<file path="src/rtl/mcp_pkg.sv">
// mcp_pkg: shared definitions for the multicycle MIPS controller.
//   - state_t    : FSM state encodings (FETCH..BNEEX)
//   - OP_*       : instruction opcodes (instr[31:26])
//   - FN_*       : R-type funct codes (instr[5:0])
//   - ALU_*      : ALU function codes driven on alucontrol
//   - aluop_t    : ALU operation class from the FSM to the ALU decoder
//   - alu_decode : (aluop, funct) -> alucontrol helper used by aludec
package mcp_pkg;

  typedef enum logic [3:0] {
    S_FETCH   = 4'd0,
    S_DECODE  = 4'd1,
    S_MEMADR  = 4'd2,
    S_MEMRD   = 4'd3,
    S_MEMWB   = 4'd4,
    S_MEMWR   = 4'd5,
    S_RTYPEEX = 4'd6,
    S_RTYPEWB = 4'd7,
    S_BEQEX   = 4'd8,
    S_ADDIEX  = 4'd9,
    S_ADDIWB  = 4'd10,
    S_JEX     = 4'd11,
    S_BNEEX   = 4'd12
  } state_t;

  localparam logic [5:0] OP_RTYPE = 6'b000000;
  localparam logic [5:0] OP_LW    = 6'b100011;
  localparam logic [5:0] OP_SW    = 6'b101011;
  localparam logic [5:0] OP_BEQ   = 6'b000100;
  localparam logic [5:0] OP_ADDI  = 6'b001000;
  localparam logic [5:0] OP_J     = 6'b000010;
  localparam logic [5:0] OP_BNE   = 6'b000101;

  localparam logic [5:0] FN_ADD = 6'b100000;
  localparam logic [5:0] FN_SUB = 6'b100010;
  localparam logic [5:0] FN_AND = 6'b100100;
  localparam logic [5:0] FN_OR  = 6'b100101;
  localparam logic [5:0] FN_SLT = 6'b101010;

  localparam logic [2:0] ALU_ADD = 3'b010;
  localparam logic [2:0] ALU_SUB = 3'b110;
  localparam logic [2:0] ALU_AND = 3'b000;
  localparam logic [2:0] ALU_OR  = 3'b001;
  localparam logic [2:0] ALU_SLT = 3'b111;

  typedef enum logic [1:0] {
    ALUOP_ADD   = 2'b00,
    ALUOP_SUB   = 2'b01,
    ALUOP_FUNCT = 2'b10,
    ALUOP_RSVD  = 2'b11
  } aluop_t;

  // Unrecognised funct codes fall back to add so the ALU code is never X.
  function automatic logic [2:0] alu_decode(input aluop_t aluop, input logic [5:0] funct);
    logic [2:0] f;
    f = ALU_ADD;
    case (aluop)
      ALUOP_ADD: f = ALU_ADD;
      ALUOP_SUB: f = ALU_SUB;
      ALUOP_FUNCT: begin
        case (funct)
          FN_ADD:  f = ALU_ADD;
          FN_SUB:  f = ALU_SUB;
          FN_AND:  f = ALU_AND;
          FN_OR:   f = ALU_OR;
          FN_SLT:  f = ALU_SLT;
          default: f = ALU_ADD;
        endcase
      end
      default: f = ALU_ADD;
    endcase
    return f;
  endfunction

endpackage

</file>
<file path="src/rtl/mcp_controller_if.sv">
// mcp_controller_if: bundle between the controller and the mcp datapath.
//   Datapath -> controller : op, funct, zero
//   Controller -> datapath : pcen, memwrite, irwrite, regwrite, alusrca,
//                            alusrcb, iord, memtoreg, regdst, pcsrc,
//                            alucontrol, state (debug)
//   modport master : controller side
//   modport slave  : datapath side
interface mcp_controller_if;
  logic [5:0] op;
  logic [5:0] funct;
  logic       zero;
  logic       pcen;
  logic       memwrite;
  logic       irwrite;
  logic       regwrite;
  logic       alusrca;
  logic [1:0] alusrcb;
  logic       iord;
  logic       memtoreg;
  logic       regdst;
  logic [1:0] pcsrc;
  logic [2:0] alucontrol;
  logic [3:0] state;

  modport master (
    input  op, funct, zero,
    output pcen, memwrite, irwrite, regwrite, alusrca, alusrcb, iord,
           memtoreg, regdst, pcsrc, alucontrol, state
  );

  modport slave (
    output op, funct, zero,
    input  pcen, memwrite, irwrite, regwrite, alusrca, alusrcb, iord,
           memtoreg, regdst, pcsrc, alucontrol, state
  );
endinterface

</file>
<file path="src/rtl/mcp_controller_aludec.sv">
// aludec: combinational ALU decoder.
//   aluop      : operation class from the controller FSM
//   funct      : instr[5:0], consulted only for R-type
//   alucontrol : 3-bit ALU function code
module aludec
  import mcp_pkg::*;
(
  input  aluop_t     aluop,
  input  logic [5:0] funct,
  output logic [2:0] alucontrol
);

  // Map aluop/funct to the ALU function code.
  always_comb begin
    alucontrol = alu_decode(aluop, funct);
  end

endmodule

</file>
<file path="src/rtl/mcp_controller.sv">
// mcp_controller: multicycle MIPS control unit (Moore FSM + ALU decoder).
//   clk     : system clock, rising edge
//   reset_n : synchronous active-low reset; also gates all write enables
//   bus     : mcp_controller_if.master (opcode/funct/zero in; datapath
//             enables, mux selects, alucontrol and debug state out)
// Optional build macro MCP_BNE_EN adds the bne instruction (BNEEX state);
// without it opcode 000101 is treated as an unknown opcode.
module mcp_controller
  import mcp_pkg::*;
#(
  parameter int                 STATE_W     = 4,
  parameter logic [STATE_W-1:0] RESET_STATE = 4'd0
) (
  input  logic                clk,
  input  logic                reset_n,
  mcp_controller_if.master    bus
);

  logic [STATE_W-1:0] state_r;

  logic   pcwrite_s;
  logic   branch_s;
  logic   bne_s;
  logic   irwrite_s;
  logic   regwrite_s;
  logic   memwrite_s;
  logic   alusrca_s;
  logic [1:0] alusrcb_s;
  logic   iord_s;
  logic   memtoreg_s;
  logic   regdst_s;
  logic [1:0] pcsrc_s;
  aluop_t aluop_s;
  logic [2:0] alucontrol_s;

  // FSM state register and next-state sequencing.
  always_ff @(posedge clk) begin
    if (!reset_n) begin
      state_r <= RESET_STATE;
    end else begin
      case (state_r)
        S_FETCH: state_r <= S_DECODE;
        S_DECODE: begin
          case (bus.op)
            OP_LW, OP_SW: state_r <= S_MEMADR;
            OP_RTYPE:     state_r <= S_RTYPEEX;
            OP_BEQ:       state_r <= S_BEQEX;
            OP_ADDI:      state_r <= S_ADDIEX;
            OP_J:         state_r <= S_JEX;
`ifdef MCP_BNE_EN
            OP_BNE:       state_r <= S_BNEEX;
`endif
            default:      state_r <= S_FETCH;
          endcase
        end
        // Only lw and sw reach MEMADR, so anything but sw is a load.
        S_MEMADR:  state_r <= (bus.op == OP_SW) ? S_MEMWR : S_MEMRD;
        S_MEMRD:   state_r <= S_MEMWB;
        S_RTYPEEX: state_r <= S_RTYPEWB;
        S_ADDIEX:  state_r <= S_ADDIWB;
        // Terminal states and unused codes all return to FETCH.
        default:   state_r <= S_FETCH;
      endcase
    end
  end

  // Moore output decode from the state register.
  always_comb begin
    pcwrite_s  = 1'b0;
    branch_s   = 1'b0;
    bne_s      = 1'b0;
    irwrite_s  = 1'b0;
    regwrite_s = 1'b0;
    memwrite_s = 1'b0;
    alusrca_s  = 1'b0;
    alusrcb_s  = 2'b00;
    iord_s     = 1'b0;
    memtoreg_s = 1'b0;
    regdst_s   = 1'b0;
    pcsrc_s    = 2'b00;
    aluop_s    = ALUOP_ADD;
    case (state_r)
      S_FETCH: begin
        irwrite_s = 1'b1;
        pcwrite_s = 1'b1;
        alusrcb_s = 2'b01;
      end
      S_DECODE: alusrcb_s = 2'b11;
      S_MEMADR: begin
        alusrca_s = 1'b1;
        alusrcb_s = 2'b10;
      end
      S_MEMRD: iord_s = 1'b1;
      S_MEMWB: begin
        regwrite_s = 1'b1;
        memtoreg_s = 1'b1;
      end
      S_MEMWR: begin
        iord_s     = 1'b1;
        memwrite_s = 1'b1;
      end
      S_RTYPEEX: begin
        alusrca_s = 1'b1;
        aluop_s   = ALUOP_FUNCT;
      end
      S_RTYPEWB: begin
        regwrite_s = 1'b1;
        regdst_s   = 1'b1;
      end
      S_BEQEX: begin
        alusrca_s = 1'b1;
        aluop_s   = ALUOP_SUB;
        pcsrc_s   = 2'b01;
        branch_s  = 1'b1;
      end
      S_ADDIEX: begin
        alusrca_s = 1'b1;
        alusrcb_s = 2'b10;
      end
      S_ADDIWB: regwrite_s = 1'b1;
      S_JEX: begin
        pcsrc_s   = 2'b10;
        pcwrite_s = 1'b1;
      end
`ifdef MCP_BNE_EN
      S_BNEEX: begin
        alusrca_s = 1'b1;
        aluop_s   = ALUOP_SUB;
        pcsrc_s   = 2'b01;
        bne_s     = 1'b1;
      end
`endif
      default: begin
        pcwrite_s = 1'b0;
      end
    endcase
  end

  // Write enables are suppressed while reset is held so an abandoned
  // instruction cannot commit anything.
  always_comb begin
    if (!reset_n) begin
      bus.pcen     = 1'b0;
      bus.irwrite  = 1'b0;
      bus.regwrite = 1'b0;
      bus.memwrite = 1'b0;
    end else begin
      bus.pcen     = pcwrite_s | (branch_s & bus.zero) | (bne_s & ~bus.zero);
      bus.irwrite  = irwrite_s;
      bus.regwrite = regwrite_s;
      bus.memwrite = memwrite_s;
    end
  end

  aludec u_aludec (
    .aluop      (aluop_s),
    .funct      (bus.funct),
    .alucontrol (alucontrol_s)
  );

  assign bus.alusrca    = alusrca_s;
  assign bus.alusrcb    = alusrcb_s;
  assign bus.iord       = iord_s;
  assign bus.memtoreg   = memtoreg_s;
  assign bus.regdst     = regdst_s;
  assign bus.pcsrc      = pcsrc_s;
  assign bus.alucontrol = alucontrol_s;
  assign bus.state      = state_r;

endmodule

</file>
<file path="src/flat_wrapper.sv">
// flat-port wrapper written by rule: the top's interface ports become plain ports
module mcp_controller_flat import mcp_pkg::*;
#(
  parameter int                 STATE_W     = 4,
  parameter logic [STATE_W-1:0] RESET_STATE = 4'd0
)
  (clk, reset_n, bus_op, bus_funct, bus_zero, bus_pcen, bus_memwrite, bus_irwrite, bus_regwrite, bus_alusrca, bus_alusrcb, bus_iord, bus_memtoreg, bus_regdst, bus_pcsrc, bus_alucontrol, bus_state);
  mcp_controller_if bus_i ();
  input  logic clk;
  input  logic reset_n;
  input wire logic [$bits(bus_i.op)-1:0] bus_op;
  input wire logic [$bits(bus_i.funct)-1:0] bus_funct;
  input wire logic [$bits(bus_i.zero)-1:0] bus_zero;
  output wire logic [$bits(bus_i.pcen)-1:0] bus_pcen;
  output wire logic [$bits(bus_i.memwrite)-1:0] bus_memwrite;
  output wire logic [$bits(bus_i.irwrite)-1:0] bus_irwrite;
  output wire logic [$bits(bus_i.regwrite)-1:0] bus_regwrite;
  output wire logic [$bits(bus_i.alusrca)-1:0] bus_alusrca;
  output wire logic [$bits(bus_i.alusrcb)-1:0] bus_alusrcb;
  output wire logic [$bits(bus_i.iord)-1:0] bus_iord;
  output wire logic [$bits(bus_i.memtoreg)-1:0] bus_memtoreg;
  output wire logic [$bits(bus_i.regdst)-1:0] bus_regdst;
  output wire logic [$bits(bus_i.pcsrc)-1:0] bus_pcsrc;
  output wire logic [$bits(bus_i.alucontrol)-1:0] bus_alucontrol;
  output wire logic [$bits(bus_i.state)-1:0] bus_state;
  assign bus_i.op = bus_op;
  assign bus_i.funct = bus_funct;
  assign bus_i.zero = bus_zero;
  assign bus_pcen = bus_i.pcen;
  assign bus_memwrite = bus_i.memwrite;
  assign bus_irwrite = bus_i.irwrite;
  assign bus_regwrite = bus_i.regwrite;
  assign bus_alusrca = bus_i.alusrca;
  assign bus_alusrcb = bus_i.alusrcb;
  assign bus_iord = bus_i.iord;
  assign bus_memtoreg = bus_i.memtoreg;
  assign bus_regdst = bus_i.regdst;
  assign bus_pcsrc = bus_i.pcsrc;
  assign bus_alucontrol = bus_i.alucontrol;
  assign bus_state = bus_i.state;
  mcp_controller #(.STATE_W(STATE_W), .RESET_STATE(RESET_STATE)) u_core (.clk(clk), .reset_n(reset_n), .bus(bus_i));
endmodule
</file>
<file path="config.mk">
export PLATFORM = sky130hd
export DESIGN_NAME = mcp_controller_flat
export DESIGN_NICKNAME = d
export VERILOG_FILES = /design/src/rtl/mcp_pkg.sv /design/src/rtl/mcp_controller_if.sv /design/src/rtl/mcp_controller_aludec.sv /design/src/rtl/mcp_controller.sv /design/src/flat_wrapper.sv
export SDC_FILE = /design/constraint.sdc
export NUM_CORES = 1
export LEC_CHECK = 0
export CORE_MARGIN = 4
export CORE_UTILIZATION = 38
export DETAILED_ROUTE_END_ITERATION = 8
export PLACE_DENSITY = 0.82
export REMOVE_ABC_BUFFERS = 1
export SLEW_MARGIN = 10
export SYNTH_ARGS = -nofsm -noshare
export SYNTH_HDL_FRONTEND = slang
export SYNTH_SLANG_ARGS = --single-unit
</file>
<file path="constraint.sdc">
create_clock -name clk -period 4.95 [get_ports clk]
set_input_delay 0.7425 -clock clk [delete_from_list [all_inputs] [get_ports clk]]
set_output_delay 0.7425 -clock clk [all_outputs]
set_load 0.05 [all_outputs]
</file>
# Yosys cells after proc, flatten, opt, wreduce, memory -nomap -nowiden
# Cells that the tools add are included.
[classes]
muxes = 21
n_reduce_logical = 8
n_bitwise = 2
n_eq_ne = 22
[op_table]
columns = ["cell", "n"]
rows = [
  ["6-bit == test, second input constant", 6],
  ["4-bit case mux with 6 select lines", 1],
  ["4-bit case mux with 5 select lines", 1],
  ["4-bit by 3-bit == test with 1-bit output, second input constant", 4],
  ["4-bit == test, second input constant", 4],
  ["1-bit two-way mux", 13],
  ["3-bit case mux with 4 select lines", 1],
  ["4-bit by 2-bit == test with 1-bit output, second input constant", 2],
  ["2-bit case mux with 2 select lines", 2],
  ["2-bit OR reduction", 4],
  ["6-bit by 2-bit == test with 1-bit output, second input constant", 1],
  ["6-bit by 3-bit == test with 1-bit output, second input constant", 1],
  ["6-bit by 4-bit == test with 1-bit output, second input constant", 1],
  ["6-bit logical NOT", 1],
  ["2-bit case mux with 3 select lines", 1],
  ["3-bit case mux with 2 select lines", 1],
  ["4-bit by 1-bit == test with 1-bit output, second input constant", 1],
  ["4-bit logical NOT", 1],
  ["4-bit OR reduction", 1],
  ["3-bit two-way mux", 1],
  ["3-bit OR reduction", 1],
  ["2-bit by 1-bit == test with 1-bit output, second input constant", 1],
  ["2-bit == test, second input constant", 1],
  ["1-bit bitwise AND", 1],
  ["1-bit OR", 1],
]
[totals]
in_bits = 15
ff_bits = 4
wordCells = 54

# Depth between registers and ports, before layout
[logic_depth]
ltp_word = 5
mapped_depth = 10

# By module
# Synthesis repeated with hierarchy kept, for this count alone.
[unflattened]
hier_cells = 80
area_unflattened_um2 = 573.0
[by_module_without_submodules]
columns = ["module", "seq_area_each_um2", "instances", "area_each_um2", "cells_each"]
rows = [
  ["mcp_controller", 80.1, 1, 454.2, 65],
  ["aludec", 0.0, 1, 118.9, 15],
]

# Least setup slack after synthesis
# No wires, ideal clock.
[synth_timing]
path_type = "flip-flop to output port"
startpoint = "register u_core.state_r[2], in the netlist u_core.bus.state[2]"
endpoint = "output bus_alucontrol[1]"
path_buffers = 1
required_ns = 4.208
slack_ns = 1.547
path_stages_with_launch = 8
t_arrival_ns = 2.661
path_cell_list = "dfxtp_1 -> buf_4 -> nand2_1 -> or2_2 -> inv_1 -> ha_1 -> inv_1 -> o21ai_0"
[synth_between]
elab_chain_cells = 4
elab_cells_between_ends = 6
cone_classes = "eq/ne: 4; mux: 2"
[synth_lines]
columns = ["element", "line_no", "rtl"]
rows = [
  ["start, declared", "mcp_controller.sv:19", "logic [STATE_W-1:0] state_r;"],
  ["start signal, assigned", "mcp_controller.sv:57", "S_MEMADR: state_r <= (bus.op == OP_SW) ? S_MEMWR : S_MEMRD;"],
  ["4-bit == test / 4-bit by 3-bit == test with 1-bit output (equally long branches)", "mcp_controller.sv:82", "case (state_r)"],
  ["2-bit case mux with 2 select lines (*)", "mcp_controller.sv:82", ""],
  ["2-bit == test / 2-bit by 1-bit == test with 1-bit output (equally long branches)", "mcp_pkg.sv:57", "case (aluop)"],
  ["3-bit case mux with 2 select lines (*)", "mcp_pkg.sv:57", ""],
  ["end, declared", "flat_wrapper.sv:24", "output wire logic [$bits(bus_i.alucontrol)-1:0] bus_alucontrol;"],
]
# Every way passes the cells marked *; elsewhere a longest branch is shown, timed or not.

# Final worst setup path
[layout_timing]
startpoint = "register u_core.state_r[2], in the netlist u_core.bus.state[2]"
endpoint = "output bus_alucontrol[0]"
# Same word-level chain as after synthesis.

==> flow_summary.toml <==
[logic_synthesis]
synth-edff-count = 0
yosysUniqueCellTypes = 31
synth_compound_area_share_pct = 18.9
synth_top_family_by_area = "simple AND/OR/NAND/NOR gates"
synthFlopType = "dfxtp_1"
synth_area_per_cell_sq_um = 6.70
synth-xor-area-share_pct = 3.19
synth_fa_ha_area_share_pct = 6.83
async_reset_ff_share_pct = 0
synthSimpleGateAreaFrac_pct = 45.8
yosys_register_bits = 4
synthesis.area_sq_um = 549
muxShareOfSynthArea_pct = 1.82
ys.warnings.count = 0
yosys.area.top_type = "dfxtp_1"
synth_cells = 82
synth.area.top_cells = "dfxtp_1 (15%), nor2_1 (7.5%), ha_1 (6.8%)"
yosysTopAreaCellShare_pct = 14.6
ys_seq_area_share_pct = 14.6

[cts]
clock_latency_ps = 230
tritoncts = "yes"
clock_sinks = 4
clkTransAtPathRegs_ps = 40
numCtsBuffers = 3
clock_path_buffers = 2
postCtsSetupBuffers = 0
cts_resized = 0
cts_root_buffer = "clkbuf_4"
htree_num_levels = 1
cts.hold.buffers_added = 0

[critical_path]
critPathSlowestCell = "clkdlybuf4s50_1"
path_class = "flop to output pin"
cp-start-kind = "flop"
path_cells = "nand2_1, or2_2, inv_1, ha_1, nand2_1, nor4_1, a32o_1, clkdlybuf4s50_1"
worst_ep_arrival_time_ps = 2940
worst-endpoint-required_ps = 4210
timing.critical_path.mode_cell = "nand2_1"
crit_fanout = 15
slowest_delay_ps = 800
r2r_setup_slack_ps = 3310
end_kind = "output pin"

[sta]
hold_viol_final = 0
hold_ws_ps = 743
finalCritPeriodShare_pct = 74.3
setup_ws_ps = 1270
min_period_ps = 3680
final.setup.tns_ps = 0
fmax_ghz = 0.272
rsz0062_at_grt = "no"
maxSlewHeadroom_pct = 64.2
worst_pin_slew_ps = 537
finalClockSkew_ps = 5.89
setup_viol = 0
drv_slew = 0

[grt]
grtUsageTotal_pct = 17.3
grt_pass1_vias = 661
antenna_found_initial = 0
grt_pass1_wl_um = 2770
grt_max_degree = 16
overflow = 0

[drt]
drc = 0
vias = 714
via_per_inst = 5.58
drtIter0Drc = 23
wire_per_inst_um = 13.5
totalWireLength_um = 1730
dr.pass1.iters = 4
postRouteAntennaNets = 0

[floorplan]
die_h_um = 46.0
start_util_pct = 41.2
die_w_um = 46.0
core_sq_um = 1330
ios = 34
rows = 13
die_area_sq_um = 2120

[cells_and_area]
final_cell_mix = "clkdlybuf4s50_1 (33), nor2_1 (11)"
fin_cells = 128
nets = 133
regArea_sq_um = 80.1
multiInputGateArea_sq_um = 420
syn2layout_area_growth_pct = 62.2
nFillCells = 120
final_common_cell = "clkdlybuf4s50_1"
drive_above_1_share_pct = 5.31
num_antenna_cells = 0
largest_reg_flops = 4

[power_and_ir_drop]
vdd_drop_max_mv = 0.135
clkPwrFrac_pct = 30.8
seq_power_share_pct = 29.3
pwr-share-comb_pct = 39.8
internal_power_uw = 83.0
sw_frac_of_total_pct = 34.1
p_leak_uw = 0.000321
power.density_nw_per_um2 = 141
p_sw_uw = 42.8

[outcome]
status = "complete, no violations"

[place]
dp.cells = 125
gp_congestion = 0.845
port_buffers = 33
place_ws_ps = 1500
dp_hpwl_um = 1280

[hold_path]
hold_path_class = "flop to flop"

[flow_run]
drv_cap = 0
## worst paths after layout
kind,start,to,depth (start not counted)
max,u_core.bus.state[2],bus_alucontrol[0],8
min,u_core.bus.state[1],u_core.bus.state[2],2
max reg2reg,u_core.bus.state[0],u_core.bus.state[3],3
min reg2reg,u_core.bus.state[1],u_core.bus.state[2],2
## power groups by stage
stage / clock, uW / sequential (uW) / combinational, uW
after floorplan: 0 / 39.8 / 23.0
after global placement: 0 / 37.2 / 48.8
after detailed placement: 0 / 37.2 / 49.6
after CTS: 39.4 / 36.8 / 50.0
after global routing: 40.6 / 37.2 / 52.8
final: 38.8 / 36.9 / 50.1
## synthesized netlist by cell type (3+ instances only)
master     n
nand2_1    5
o21ai_0    5
nor2b_1    3
nor3_1     3
a21oi_1    5
and3_1     5
inv_1      5
nor2_1    11
nand2b_1   3
dfxtp_1    4
ha_1       3
## layer usage
metal  global-route usage [%]  part of all wire (%)
met1                     20.5                    41
met4                     3.98                  0.12
met2                     32.1                    50
met5                        0                     0
met3                     2.37                   8.8
## critical path: cells and delay by family, from the launching register on
| kind | cells | cell delay (ps) |
|---|---|---|
| buffers and inverters | 2 | 860 |
| adders and majority gates | 1 | 170 |
| AOI/OAI and AO/OA | 1 | 180 |
| DFF | 1 | 640 |
| and+or+nand+nor | 4 | 860 |
## stage by stage
step                total power (uW)  cell area (sq um)  util [%]
floorplan                       62.8                519         -
global route                     131                891      66.8
detailed placement              86.9                868      65.1
global placement                86.0                868      65.1
CTS                              126                891      66.8
finish                           126                891      66.8
## kinds of logic after synthesis
kind of cell,Yosys count
AOI/OAI and AO/OA,17
buffers and inverters,10
xor gates and xnor gates,2
DFF,4
muxes,1
adders and majority gates,3
and+or+nand+nor,45
## final cells by class
class / instances / share of cell area [%]
multi-input cells: 68 / 47.2
repair buffers: 33 / 37.1
clock buffers: 3 / 2.53
flip-flops and latches: 4 / 8.99
well taps: 15 / 2.11
inverters: 5 / 2.11
(Power assumes the default switching activity.)
